===== src/rtl/tbird_pkg.sv =====
// Shared types and helpers for the tail-light sequencer.
// Lamp patterns are built at MAX_LAMPS width and truncated by the user.
package tbird_pkg;

  localparam int MAX_LAMPS = 32;

  typedef enum logic [1:0] {IDLE, LEFT_SEQ, RIGHT_SEQ, HAZ} state_t;
  typedef enum logic [1:0] {MODE_IDLE, MODE_LEFT, MODE_RIGHT, MODE_HAZ} mode_t;

  // Thermometer of k ones filled from bit 0 upward.
  function automatic logic [MAX_LAMPS-1:0] therm_lo(input int k);
    logic [MAX_LAMPS-1:0] t;
    t = '0;
    for (int i = 0; i < MAX_LAMPS; i++) begin
      if (i < k) t[i] = 1'b1;
    end
    return t;
  endfunction

  function automatic state_t mode_to_state(input mode_t m);
    case (m)
      MODE_LEFT:  return LEFT_SEQ;
      MODE_RIGHT: return RIGHT_SEQ;
      MODE_HAZ:   return HAZ;
      default:    return IDLE;
    endcase
  endfunction

endpackage


===== src/rtl/tbird_tick_gen.sv =====
// Step-rate divider: tick is a combinational one-cycle pulse on the last count of each period.
// No backpressure; clr or !en parks the count at zero.
module tbird_tick_gen #(
  parameter int TICK_DIV = 67108864,
  parameter int CNT_W    = $clog2(TICK_DIV)
) (
  input  logic clock,
  input  logic reset_n,
  input  logic clr,
  input  logic en,
  output logic tick
);

  localparam logic [CNT_W-1:0] LAST = CNT_W'(TICK_DIV - 1);

  logic [CNT_W-1:0] count;

  // A clear on the same edge as the last count suppresses the step.
  assign tick = en & ~clr & (count == LAST);

  always_ff @(posedge clock or negedge reset_n) begin
    if (!reset_n) begin
      count <= '0;
    end else if (clr || !en || tick) begin
      count <= '0;
    end else begin
      count <= count + CNT_W'(1);
    end
  end

endmodule


===== src/rtl/tbird_seq_lights.sv =====
// Tail-light sequencer (turn sweep, hazard flash); all outputs registered, one edge after inputs.
// No backpressure. Optional brake overlay enabled by macro TBIRD_BRAKE_EN.
module tbird_seq_lights
  import tbird_pkg::*;
#(
  parameter  int LAMPS    = 3,
  parameter  int TICK_DIV = 67108864,
  localparam int CNT_W    = $clog2(TICK_DIV)
) (
  input  logic             clock,
  input  logic             reset_n,
  input  logic             sign_left,
  input  logic             sign_right,
  input  logic             hazard,
`ifdef TBIRD_BRAKE_EN
  input  logic             brake,
`endif
  output logic [LAMPS-1:0] L,
  output logic [LAMPS-1:0] R,
  output logic             active
);

  localparam int K_W = $clog2(LAMPS + 1);
  localparam logic [LAMPS-1:0] ALL_ON = '1;

  state_t           state, state_tgt;
  mode_t            mode;
  logic [K_W-1:0]   k, k_nxt;
  logic             mode_chg, tick, brake_on;
  logic [LAMPS-1:0] l_thm, r_thm, l_nxt, r_nxt;

`ifdef TBIRD_BRAKE_EN
  assign brake_on = brake;
`else
  assign brake_on = 1'b0;
`endif

  always_comb begin
    mode = MODE_IDLE;
    if (hazard || (sign_left && sign_right)) mode = MODE_HAZ;
    else if (sign_left)                      mode = MODE_LEFT;
    else if (sign_right)                     mode = MODE_RIGHT;
  end

  assign state_tgt = mode_to_state(mode);
  assign mode_chg  = (state_tgt != state);

  tbird_tick_gen #(.TICK_DIV(TICK_DIV), .CNT_W(CNT_W)) u_tick (
    .clock   (clock),
    .reset_n (reset_n),
    .clr     (mode_chg),
    .en      (state != IDLE),
    .tick    (tick)
  );

  // Step index; a mode change restarts from k=0 and discards a coincident tick.
  always_comb begin
    k_nxt = k;
    if (mode_chg) begin
      k_nxt = '0;
    end else if (tick) begin
      case (state)
        LEFT_SEQ, RIGHT_SEQ: k_nxt = (k == K_W'(LAMPS)) ? '0 : k + K_W'(1);
        HAZ:                 k_nxt = {{(K_W-1){1'b0}}, ~k[0]};
        default:             k_nxt = '0;
      endcase
    end
  end

  always_comb begin
    l_thm = LAMPS'(therm_lo(int'(k_nxt)));
    r_thm = '0;
    for (int i = 0; i < LAMPS; i++) r_thm[i] = l_thm[LAMPS-1-i];

    l_nxt = '0;
    r_nxt = '0;
    case (state_tgt)
      LEFT_SEQ:  l_nxt = l_thm;
      RIGHT_SEQ: r_nxt = r_thm;
      HAZ: begin
        if (k_nxt[0]) begin
          l_nxt = ALL_ON;
          r_nxt = ALL_ON;
        end
      end
      default: ;
    endcase

    // Brake lights the side not sweeping; hazard flash takes precedence.
    if (brake_on) begin
      case (state_tgt)
        IDLE: begin
          l_nxt = ALL_ON;
          r_nxt = ALL_ON;
        end
        LEFT_SEQ:  r_nxt = ALL_ON;
        RIGHT_SEQ: l_nxt = ALL_ON;
        default: ;
      endcase
    end
  end

  always_ff @(posedge clock or negedge reset_n) begin
    if (!reset_n) begin
      state  <= IDLE;
      k      <= '0;
      L      <= '0;
      R      <= '0;
      active <= 1'b0;
    end else begin
      state  <= state_tgt;
      k      <= k_nxt;
      L      <= l_nxt;
      R      <= r_nxt;
      active <= (state_tgt != IDLE);
    end
  end

endmodule


===== config.mk =====
export PLATFORM = sky130hd
export DESIGN_NAME = tbird_seq_lights
export DESIGN_NICKNAME = d
export VERILOG_FILES = /design/src/rtl/tbird_pkg.sv /design/src/rtl/tbird_tick_gen.sv /design/src/rtl/tbird_seq_lights.sv
export SDC_FILE = /design/constraint.sdc
export NUM_CORES = 1
export LEC_CHECK = 0
export ABC_CLOCK_PERIOD_IN_PS = 2310
export BUFFER_PORTS_ARGS = -buffer_cell sky130_fd_sc_hd__buf_2
export CAP_MARGIN = 20
export CORE_AREA = 2 2 57 100
export CTS_CLUSTER_SIZE = 16
export DETAILED_ROUTE_END_ITERATION = 12
export DIE_AREA = 0 0 59 102
export HOLD_SLACK_MARGIN = 0.06
export PLACE_DENSITY = 0.49
export SLEW_MARGIN = 5
export SYNTH_ARGS = -nofsm -noshare
export SYNTH_HDL_FRONTEND = slang
export SYNTH_SLANG_ARGS = --single-unit
export TNS_END_PERCENT = 50

===== constraint.sdc =====
create_clock -name clock -period 2.31 [get_ports clock]
set_input_delay 0.462 -clock clock [delete_from_list [all_inputs] [get_ports clock]]
set_output_delay 0.462 -clock clock [all_outputs]
set_load 0.005 [all_outputs]

-- Yosys cells after proc, flatten, opt, wreduce, memory -nomap -nowiden
Cells that the tools add are included.
- add/subtract/negate cells: 2
- $lt $le $gt $ge: 3
- equal/unequal tests: 12
- muxes and demuxes: 15
- bitwise gates (word level): 4
- reductions and logical operators: 8
- operators by type and width (cell ; count):
    $add 26x1->26 const B ; 1
    $eq 26x26->1 const B ; 1
    $mux 26 ; 1
    $eq 2x2->1 const B ; 7
    $mux 2 ; 6
    $pmux 3 s2 ; 2
    $eq 2x1->1 const B ; 3
    $pmux 2 s3 ; 1
    $lt 1x2->1 const A ; 2
    $pmux 2 s2 ; 1
    $reduce_bool 2->1 ; 2
    $logic_or 1x1->1 ; 3
    $mux 1 ; 3
    $mux 3 ; 1
    $add 2x1->2 const B ; 1
    $and 1x1->1 ; 2
    $lt 2x2->1 const A ; 1
    $ne 2x2->1 ; 1
    $not 1->1 ; 2
    $reduce_or 2->1 ; 1
    $logic_and 1x1->1 ; 1
    $logic_not 1->1 ; 1
- bits in registers: 37
- bits of input ports: 5
- output and inout bits: 7

-- Longest topological paths before layout
Gate-level depths: netlist of the first run.
- depth after elaboration: 14
- gate-level depth with buffers: 7

-- Cells and area by module
From an unflattened synthesis of the first run, not the netlist that was laid out.
- cell total of the unflattened synthesis: 197
- area, all modules: 1916.8 um^2
- modules (own cells, without submodules) (module ; times used ; cells an instance ; area an instance (um^2) ; seq. area each (um^2)):
    tbird_tick_gen ; 1 ; 145 ; 1366.3 ; 650.6
    tbird_seq_lights ; 1 ; 52 ; 550.5 ; 275.3

-- Least setup slack after synthesis of the first run
Ideal clock, no wire load.
- path kind: flip-flop to flip-flop
- from: register u_tick.count[0]
- to: register u_tick.count[16]
- data arrival time: 1828 ps
- slack: 361 ps
- stages on the path, launching flop included: 8
- path buffers: 1
- period minus slack after synthesis: 1949 ps
- path through: dfrtp_1 ha_1 nand2_1 nor4_4 nand2_2 o21ai_2 buf_2 nor2_1
- word-level cells in the longest chain between the ends: 4
- ends and longest elaborated chain (element ; line ; RTL):
    from (decl) ; tbird_tick_gen.sv:16 ; logic [CNT_W-1:0] count;
    from (signal assigned) ; tbird_tick_gen.sv:27 ; count <= count + CNT_W'(1);
    parallel branches: the longest is 3 deep, another holds $add 26x1->26 ; n/a ;
    $mux 26 * ; tbird_tick_gen.sv:24 ; end else if (clr || !en || tick) begin
Mark *: on every way between the ends.

-- Final worst setup path of the first run
- from: register state[0]
- to: register R[0]
- word-level cells in the longest chain between the ends: 9
- ends and longest elaborated chain (element ; line ; RTL):
    from (decl) ; tbird_seq_lights.sv:26 ; state_t state, state_tgt;
    from (signal assigned) ; tbird_seq_lights.sv:111 ; state <= state_tgt;
    $ne 2x2->1 ; tbird_seq_lights.sv:46 ; assign mode_chg = (state_tgt != state);
    $not 1->1 ; tbird_tick_gen.sv:19 ; assign tick = en & ~clr & (count == LAST);
    $and 1x1->1 (2 in series) ; tbird_tick_gen.sv:19 ;
    $mux 2 ; tbird_seq_lights.sv:61 ; end else if (tick) begin
    $mux 2 * ; tbird_seq_lights.sv:59 ; if (mode_chg) begin
    $lt 2x2->1 ; tbird_pkg.sv:15 ; if (i < k) t[i] = 1'b1;
    $mux 1 ; tbird_pkg.sv:15 ;
    $pmux 3 s2 * ; tbird_seq_lights.sv:77 ; case (state_tgt)
    net r_nxt[0] ; tbird_seq_lights.sv:30 ; logic [LAMPS-1:0] l_thm, r_thm, l_nxt, r_nxt;
    to (signal assigned) ; tbird_seq_lights.sv:114 ; R <= r_nxt;
    to (decl) ; tbird_seq_lights.sv:19 ; output logic [LAMPS-1:0] R,
Mark *: on every way through the listed nets, which the timed path passes. The rest lies on a longest branch.

==> results of run 1 <==
-- logic make-up after synthesis --
family | after synthesis
flip-flops | 37
XOR/XNOR | 24
AND/OR/NAND/NOR | 92
AO/OA/AOI/OAI | 19
adder cells (fa/ha/maj) | 5
buffers and inverters | 11
-- final timing paths --
kind	startpoint	end	slack (ns)
min in group clock	hazard	active	0.51
max in group asynchronous	reset_n	R[0]	1.52
min	reset_n	state[1]	0.25
max	state[0]	R[0]	0.18
min reg2reg	u_tick.count[0]	u_tick.count[0]	0.53
max reg2reg	state[0]	R[0]	0.18
-- per-stage QoR --
stage / area, µm² / std cells
finish: 2190 / 263
global route: 2190 / 263
CTS: 2190 / 263
detailed placement: 2080 / 256
global placement: 2080 / 256
floorplan: 1920 / 188
-- state kept, by name, indices dropped and copies added, names as in the netlist --
| name | flops |
|---|---|
| u_tick.count | 26 |
| L | 3 |
| R | 3 |
| k | 2 |
| state | 2 |
| active | 1 |
-- cell usage after synthesis (all sizes together), types with 2 or more instances --
library cell,n
nor4,6
and3,3
o21ai,6
o22ai,2
nand3b,2
dfrtp,37
nand3,17
o211ai,3
ha,5
a211oi,2
xnor2,9
and2,2
a21oi,2
inv,8
nand4,9
nor3,2
buf,2
a21boi,2
and4,3
nand2,11
nor2,33
xor2,15
-- per-layer routing --
layer / vias up / GRT usage / part of all wire
li1: 693 / - / -
met3: 5 / 0.0266 / 0.025
met5: - / 0 / 0
met4: 0 / 0.0717 / 0.018
met1: 678 / 0.164 / 0.41
met2: 21 / 0.265 / 0.54
-- worst reg2reg max path: stages (launching register included) --
cell and delay [ns]:
dfrtp_1 0.45, inv_1 0.09, ha_1 0.22, nand3b_1 0.16, or4_4 0.47, nor4_4 0.29, o21ai_2 0.12, a211oi_1 0.23
-- layout make-up --
cell class,instances,area [µm²],area share
inverter,8,30.0,0.0137
timing repair buffer,16,105,0.0480
sequential,37,926,0.423
clock buffer,5,68.8,0.0314
multi-input combinational,140,955,0.436
tap,55,68.8,0.0314
clock inverter,2,35.0,0.0160
-- where the power goes --
part           internal [µW]  total [µW]  leakage [µW]  switching (µW)
Combinational           26.8        80.8      0.000428            54.1
Clock                    314         540     0.0000540             227
Sequential               655         665      0.000503            9.78
Total                    996        1290      0.000985             290
==> impl_metrics.tcl, run 1 <==
set metrics [dict create \
    timing.hold.ws_ns 0.253 \
    final_critical_period_ns 2.13 \
    start_util 0.372 \
    synth.top_cells.by_area "dfrtp_1, xor2_1, nor2_1" \
    post_drt_wl_per_cell_um 14.5 \
    drc_errors 0 \
    run_status "completed" \
    number_of_pins_exceeding_their_max_slew_limit_in_the_final_report 0 \
    synth-edff-count 0 \
    fp.dieH_um 102 \
    postSynth.topFlopCell "dfrtp_1" \
    critical_path.endpoint_type "register" \
    mostFrequentLayoutCell "dfrtp_1" \
    path_delay_family "simple AND/OR/NAND/NOR gates" \
    cts.hold.buffers_added 0 \
    critical_path.slowest_cell "or4_4" \
    max_cap_violations 0 \
    async_flop_share 1.00 \
    mapped_avg_cell_area_um2 10.2 \
    postCtsResizedCells 0 \
    peakVddDrop_mv 0.335 \
    clkSlewWorstSetupHoldPaths_ns 0.07 \
    post_synth_xor_area_fraction 0.109 \
    grt_pass1_vias 1431 \
    power_density_nw_per_um2 588 \
    mostFrequentLayoutCells "dfrtp_1, nor2_1, nand3_1, xor2_1, buf_2" \
    cts_tree "done" \
    critPathMaxFanout 6 \
    worst-r2r-cell-count 7 \
    netlist-cell-type-count 38 \
    ratio_of_cells_with_drive_above_1_in_the_final_layout 0.178 \
    grt_pass1_wl_um 6740 \
    hpwlAfterDp_um 2800 \
    synth_simple_gate_area_share 0.284 \
    rsz0062_at_grt "no" \
    hold_viol_final 0 \
    routed_wl_um 3820 \
    synth_sequential_area_ratio 0.481 \
    critical_path_cell_list "inv_1 > ha_1 > nand3b_1 > or4_4 > nor4_4 > o21ai_2 > a211oi_1" \
    hold_class "in2async" \
    cts_buffer_count 5 \
    power.leakage_uw 0.000985 \
    total_stage_count_of_the_critical_path 7 \
    data_required_critical_path_ns 2.50 \
    maximum_number_of_buffers_from_clock_root_to_sink 2 \
    finalNetCount 218 \
    timing.setup.critical_path_class "reg2reg" \
    drtAntennaViolNets 0 \
    synth-compound-area-share 0.0702 \
    initial_antenna_violation_count 0 \
    timing.critical_path.buf_inv 1 \
    cts.root.buffer_cell "clkbuf_8" \
    worst_slew_margin_rel 0.451 \
    synthesis.nets 198 \
    final.setup.tns_ns 0 \
    synth_top_family_by_area "simple AND/OR/NAND/NOR gates" \
    postLayoutSetupSlackWorst_ns 0.182 \
    ys_warn_count 0 \
    worstPathArrival_ns 2.32 \
    grt_start_max_net_pins 38 \
    cts_num_sinks 37 \
    crit_path_max_incr_delay_ns 0.47 \
    post_synth_instance_area_um2 1920 \
    routabilityCongestion 0.794 \
    setup_violations 0 \
    total_power_uw 1290 \
    finClkSkew_ns 0.00325 \
    grt.overflow.total 0 \
    post_cts_buffers 0 \
    finalCritPeriodShare 0.921 \
    synthToLayoutAreaGrowth_pct 13.7 \
    fp_rows 35 \
    pre_cts_slack_ns 0.210 \
    dieArea_um2 6020 \
    clock_latency_ns 0.29 \
    ioPinCount 12 \
    cts_htree_levels 2 \
    num_vias 1397 \
    worstMarginPinSlew_ns 0.823 \
    io_buffers 11 \
    synth_largest_area_cell "dfrtp_1" \
    routed_via_density 5.31 \
    grt_util_all_layers 0.148 \
    number_of_drc_markers_after_the_initial_detailed_route_iteration 28 \
    synth.ff_latch_count 37 \
    antenna_cells 0 \
    post_synth_fa_ha_maj_area_fraction 0.0325 \
    achievable-frequency_mhz 470 \
    layout.filler_cells 528 \
    fp.dieW_um 59 \
    fin_util 0.423 \
    synth_top_area_share 0.481 \
    area_inside_the_core_boundary_um2 5170 \
    detail_route.first_pass.iterations 4 \
    synthCells 188 \
    worst_setup_path_start_kind "register" \
    yosys-mux-area-fraction 0 \
]
(Power assumes the default switching activity.)
==> run 2: changes to the inputs <==
--- a/config.mk
+++ b/config.mk
@@ -5,7 +5,7 @@
 export SDC_FILE = /design/constraint.sdc
 export NUM_CORES = 1
 export LEC_CHECK = 0
-export ABC_CLOCK_PERIOD_IN_PS = 2310
+export ABC_CLOCK_PERIOD_IN_PS = 2700
 export BUFFER_PORTS_ARGS = -buffer_cell sky130_fd_sc_hd__buf_2
 export CAP_MARGIN = 20
 export CORE_AREA = 2 2 57 100
==> constraint.sdc (replaced) <==
create_clock -name clock -period 2.7 [get_ports clock]
set_input_delay 0.54 -clock clock [delete_from_list [all_inputs] [get_ports clock]]
set_output_delay 0.54 -clock clock [all_outputs]
set_load 0.005 [all_outputs]
==> run 2 against run 1 <==
Design area is 1.9% lower. Wire length up 7.0%. Highest routed layer unchanged. Critical path depth unchanged. Worst setup slack improved by 0.37 ns. Final cell count down 0.76%. Sequential power decreased by 15%. Via count increased by 4.1%. Largest power group unchanged. First-iteration DRC count rose by 61%. Core utilization shrank 0.82 points. Clock skew increased by 0.0033 ns. Hold slack improved by 0.092 ns. Die area unchanged.
==> impl_metrics.tcl, run 2 (synthesis gave the netlist of run 1 again) <==
set metrics [dict create \
    clock_latency_ns 0.29 \
    number_of_drc_markers_after_the_initial_detailed_route_iteration 45 \
    fp_rows 35 \
    start_util 0.372 \
    grt_util_all_layers 0.155 \
    postLayoutSetupSlackWorst_ns 0.549 \
    antenna_cells 0 \
    peakVddDrop_mv 0.246 \
    fp.dieH_um 102 \
    finalNetCount 215 \
    dieArea_um2 6020 \
    hold_viol_final 0 \
    power.net_switching_uw 257 \
    power.leakage_uw 0.000962 \
    setup_violations 0 \
    max_cap_violations 0 \
    final.setup.tns_ns 0 \
    worst_setup_path_start_kind "register" \
    clock_power_share 0.392 \
    worstPathArrival_ns 2.30 \
    routed_wl_um 4090 \
    rsz0062_at_grt "no" \
    power_density_nw_per_um2 485 \
    grt_pass1_wl_um 6970 \
    post_drt_wl_per_cell_um 15.7 \
    grt.overflow.total 0 \
    power_frac_comb 0.062 \
    hold_class "in2async" \
    data_required_critical_path_ns 2.85 \
    hpwlAfterDp_um 3050 \
    cts_num_sinks 37 \
    initial_antenna_violation_count 0 \
    grt_start_max_net_pins 38 \
    critical_path.endpoint_type "register" \
    routed_via_density 5.57 \
    worst-r2r-cell-count 7 \
    postCtsResizedCells 0 \
    cts_htree_levels 2 \
    ioPinCount 12 \
    cts_tree "done" \
    drtAntennaViolNets 0 \
    worst_slew_margin_rel 0.447 \
    cts_buffer_count 5 \
    worstMarginPinSlew_ns 0.830 \
    grt_pass1_vias 1507 \
    num_vias 1454 \
    drc_errors 0 \
    achievable-frequency_mhz 465 \
    pre_cts_slack_ns 0.560 \
    fp.dieW_um 59 \
    synthToLayoutAreaGrowth_pct 11.5 \
    area_inside_the_core_boundary_um2 5170 \
    layout_top_registers "u_tick.count (26), L (3), R (3)" \
    flip_flop_count_of_the_largest_register_after_layout 26 \
    mostFrequentLayoutCell "dfrtp_1" \
    io_buffers 11 \
    clkSlewWorstSetupHoldPaths_ns 0.07 \
    cts.root.buffer_cell "clkbuf_8" \
    number_of_pins_exceeding_their_max_slew_limit_in_the_final_report 0 \
    finClkSkew_ns 0.00659 \
    maximum_number_of_buffers_from_clock_root_to_sink 2 \
    detail_route.first_pass.iterations 4 \
    post_cts_buffers 0 \
    critPathMaxFanout 7 \
    timing.setup.critical_path_class "reg2reg" \
    p_int_uw 785 \
    mostFrequentLayoutCells "dfrtp_1, nor2_1, nand3_1, xor2_1, buf_2" \
    power_frac_seq 0.546 \
    ratio_of_cells_with_drive_above_1_in_the_final_layout 0.170 \
    power.share.switching 0.247 \
    run_status "completed" \
    max_flop_register "u_tick.count" \
    routabilityCongestion 0.810 \
    finalCritPeriodShare 0.797 \
    final_critical_period_ns 2.15 \
    layout.filler_cells 515 \
    cts.hold.buffers_added 0 \
]
[run 2: area by class of cell]
type | count | area, µm² | share of cell area
flip-flops and latches | 37 | 926 | 0.431
multi-input cells | 140 | 955 | 0.445
repair buffers | 13 | 70.1 | 0.0327
well taps | 55 | 68.8 | 0.0321
clock buffers | 6 | 82.6 | 0.0385
clock inverters | 2 | 13.8 | 0.00641
inverters | 8 | 30.0 | 0.0140
[run 2: routing by layer]
layer / GRT usage / vias up / routed length [µm]
met5: 0 / - / 0
met4: 0.0769 / 0 / 126
met3: 0.0266 / 10 / 103
met2: 0.280 / 29 / 2270
met1: 0.167 / 724 / 1590
li1: - / 691 / -
[run 2: final timing paths]
path	endpoint	startpoint	slack [ns]
min	state[0]	reset_n	0.35
max	R[1]	state[0]	0.55
max reg2reg	R[1]	state[0]	0.55
min in group clock	u_tick.count[0]	u_tick.count[0]	0.54
min reg2reg	u_tick.count[0]	u_tick.count[0]	0.54
max in group asynchronous	u_tick.count[25]	reset_n	1.82
[run 2: power by group through the flow]
| stage | Sequential, µW | Clock (µW) | Combinational, µW |
|---|---|---|---|
| after floorplan | 578 | 0 | 36.8 |
| after global placement | 578 | 0 | 64.1 |
| after detailed placement | 579 | 0 | 66.6 |
| after CTS | 568 | 425 | 66.9 |
| after global routing | 570 | 446 | 73.8 |
| final | 568 | 408 | 65.0 |
[run 2: metrics by stage]
| step | hold slack [ns] | utilization | total power [µW] | instance area (µm²) | std cells |
|---|---|---|---|---|---|
| 2_1_floorplan | 0.244 | - | 615 | 1920 | 188 |
| 3_3_place_gp | 0.504 | 0.397 | 643 | 2050 | 253 |
| 3_5_place_dp | 0.529 | 0.397 | 646 | 2050 | 253 |
| 4_1_cts | 0.382 | 0.415 | 1060 | 2150 | 261 |
| 5_1_grt | 0.415 | 0.415 | 1090 | 2150 | 261 |
| 6_report | 0.346 | 0.415 | 1040 | 2150 | 261 |
[run 2: critical path, cell delays in order, from the launching register on]
cell      delay [ns]
dfrtp_1         0.43
inv_1           0.08
ha_1            0.22
nand4b_1        0.18
nor4_1          0.48
a21boi_1        0.17
o21ai_2         0.31
o211ai_1        0.14
==> run 3: changes to the inputs <==
--- a/config.mk
+++ b/config.mk
@@ -5,7 +5,7 @@
 export SDC_FILE = /design/constraint.sdc
 export NUM_CORES = 1
 export LEC_CHECK = 0
-export ABC_CLOCK_PERIOD_IN_PS = 2700
+export ABC_CLOCK_PERIOD_IN_PS = 1750
 export BUFFER_PORTS_ARGS = -buffer_cell sky130_fd_sc_hd__buf_2
 export CAP_MARGIN = 20
 export CORE_AREA = 2 2 57 100
@@ -13,7 +13,7 @@
 export DETAILED_ROUTE_END_ITERATION = 12
 export DIE_AREA = 0 0 59 102
 export HOLD_SLACK_MARGIN = 0.06
-export PLACE_DENSITY = 0.49
+export PLACE_DENSITY = 0.51
 export SLEW_MARGIN = 5
 export SYNTH_ARGS = -nofsm -noshare
 export SYNTH_HDL_FRONTEND = slang
==> constraint.sdc (replaced) <==
create_clock -name clock -period 1.75 [get_ports clock]
set_input_delay 0.35 -clock clock [delete_from_list [all_inputs] [get_ports clock]]
set_output_delay 0.35 -clock clock [all_outputs]
set_load 0.005 [all_outputs]
==> run 3 against run 2 <==
The flow now finishes with violations (setup timing). Clock skew grew 0.0019 ns. Flip-flop and latch count stayed put. Maximum frequency is 11% higher. Global-route usage grew 2.5 points. Sequential share of layout area down 7.6 points.
==> impl_metrics.tcl, run 3 (synthesis gave the netlist of run 1 again) <==
set metrics [dict create \
    achievable-frequency_mhz 517 \
    grt_util_all_layers 0.180 \
    power_frac_comb 0.087 \
    cts.root.buffer_cell "clkbuf_8" \
    finalCritPeriodShare 1.11 \
    number_of_drc_markers_after_the_initial_detailed_route_iteration 40 \
    number_of_pins_exceeding_their_max_slew_limit_in_the_final_report 0 \
    routed_via_density 5.36 \
    area_taken_by_multi_input_logic_gates_um2 1010 \
    routed_wl_um 4770 \
    initial_antenna_violation_count 0 \
    finClkSkew_ns 0.00853 \
    timing.setup.critical_path_class "reg2reg" \
    timing.critical_path.buf_inv 2 \
    critical_path.slowest_cell "or4_4" \
    post_drt_wl_per_cell_um 15.6 \
    pre_cts_slack_ns -0.281 \
    worst_slew_margin_rel 0.679 \
    io_buffers 11 \
    clkSlewWorstSetupHoldPaths_ns 0.08 \
    cts_num_sinks 37 \
    grt_pass1_wl_um 8160 \
    data_required_critical_path_ns 1.96 \
    area_inside_the_core_boundary_um2 5170 \
    total_power_uw 1810 \
    worstMarginPinSlew_ns 0.479 \
    drtAntennaViolNets 0 \
    grt_start_max_net_pins 27 \
    power.leakage_uw 0.00121 \
    postLayoutSetupSlackWorst_ns -0.184 \
    max_flop_register "u_tick.count" \
    failed_checks "setup timing" \
    crit_path_max_incr_delay_ns 0.46 \
    final_critical_period_ns 1.93 \
    num_vias 1640 \
    flip_flop_count_of_the_largest_register_after_layout 26 \
    grt.overflow.total 0 \
    fp.dieW_um 59 \
    final-seq-area_um2 926 \
    critical_path_cell_list "inv_2 > ha_4 > nand3b_1 > or4_4 > nor4_4 > buf_4 > o2111ai_4 > o211ai_1" \
    hold_viol_final 0 \
    critical_path.endpoint_type "register" \
    critPathMaxFanout 3 \
    start_util 0.372 \
    max_cap_violations 0 \
    setup_violations 7 \
    path_delay_family "simple AND/OR/NAND/NOR gates" \
    cts_buffer_count 5 \
    peakVddDrop_mv 0.488 \
    power.share.switching 0.230 \
    hold_class "in2reg" \
    rsz0062_at_grt "yes" \
    layout_top_registers "u_tick.count (26), L (3), R (3)" \
    mostFrequentLayoutCell "buf_4" \
    layout.filler_cells 491 \
    mostFrequentLayoutCells "buf_4, dfrtp_1, nor2_1" \
    synthToLayoutAreaGrowth_pct 35.2 \
    finalNetCount 260 \
    power.net_switching_uw 415 \
    hpwlAfterDp_um 3620 \
    cts_htree_levels 2 \
    run_status "finished, violations left" \
    worstPathArrival_ns 2.14 \
    worst_setup_path_start_kind "register" \
    fp_rows 35 \
    maximum_number_of_buffers_from_clock_root_to_sink 2 \
    drc_errors 0 \
    clock_latency_ns 0.29 \
    power_frac_seq 0.482 \
    antenna_cells 0 \
    grt_pass1_vias 1747 \
    power_density_nw_per_um2 695 \
    routabilityCongestion 0.842 \
    ioPinCount 12 \
    clock_power_share 0.431 \
    cts_tree "done" \
    fin_util 0.503 \
    ratio_of_cells_with_drive_above_1_in_the_final_layout 0.351 \
    p_int_uw 1390 \
    fp.dieH_um 102 \
    detail_route.first_pass.iterations 4 \
    dieArea_um2 6020 \
]
==> run 3: changes by cell type in the layout (fill, tap and decap cells not counted), moves of 2 or more <==
cell / before / now
buf_12: 0 / 3
buf_4: 2 / 43
ha_1: 5 / 3
inv_1: 8 / 5
inv_2: 0 / 3
==> run 3: power groups by stage <==
stage               registers, µW  clock network, µW  logic (µW)
finish                        870                779         157
global route                  871                827         175
CTS                           870                802         154
detailed placement            887                  0         146
global placement              886                  0         144
floorplan                     892                  0        62.5
==> run 3: through the flow <==
| stage | cells | cell area, µm² | setup TNS (ns) | hold slack, ns |
|---|---|---|---|---|
| after global placement | 288 | 2360 | -0.870 | 0.250 |
| after floorplan | 188 | 1940 | -0.792 | 0.0544 |
| after global routing | 306 | 2600 | -1.93 | 0.430 |
| after CTS | 299 | 2530 | -1.60 | 0.392 |
| final | 306 | 2600 | -0.879 | 0.417 |
| after detailed placement | 288 | 2360 | -1.39 | 0.257 |
==> run 3: final cells by class <==
| class | instances | share of cell area |
|---|---|---|
| clock inverter | 2 | 0.0144 |
| clock buffer | 6 | 0.0317 |
| sequential | 37 | 0.356 |
| tap | 55 | 0.0265 |
| multi-input combinational | 140 | 0.388 |
| timing repair buffer | 58 | 0.172 |
| inverter | 8 | 0.0115 |
==> run 3: repair_timing <==
item | 4_1_cts | 5_1_grt
gates resized for setup | 7 | 4
hold endpoints to repair | 11 | 0
hold buffers | 1 | 0
setup buffers | 2 | 7
pin swaps | 3 | 6
endpoints found under the setup margin | 8 | 33
==> run 3: routing by layer <==
layer	wire, µm	up-vias	track usage
met1	1650	820	0.175
met3	91	9	0.0266
met4	112	0	0.0804
met2	2910	30	0.355
met5	0	-	0
li1	-	781	-
==> run 3: tightest hold or removal path: stages <==
cell,delay (ns)
buf_2,0.13
o2111ai_4,0.10
o211ai_1,0.09
==> run 3: final timing paths <==
check	startpoint	end	slack, ns	depth (start not counted)
worst max-delay path	state[0]	R[1]	-0.18	8
worst min-delay path	sign_right	L[1]	0.42	3
worst max register to register	state[0]	R[1]	-0.18	8
worst min register to register	u_tick.count[0]	u_tick.count[0]	0.57	2
max in group asynchronous	reset_n	L[1]	0.83	3
min in group asynchronous	reset_n	u_tick.count[3]	0.48	2
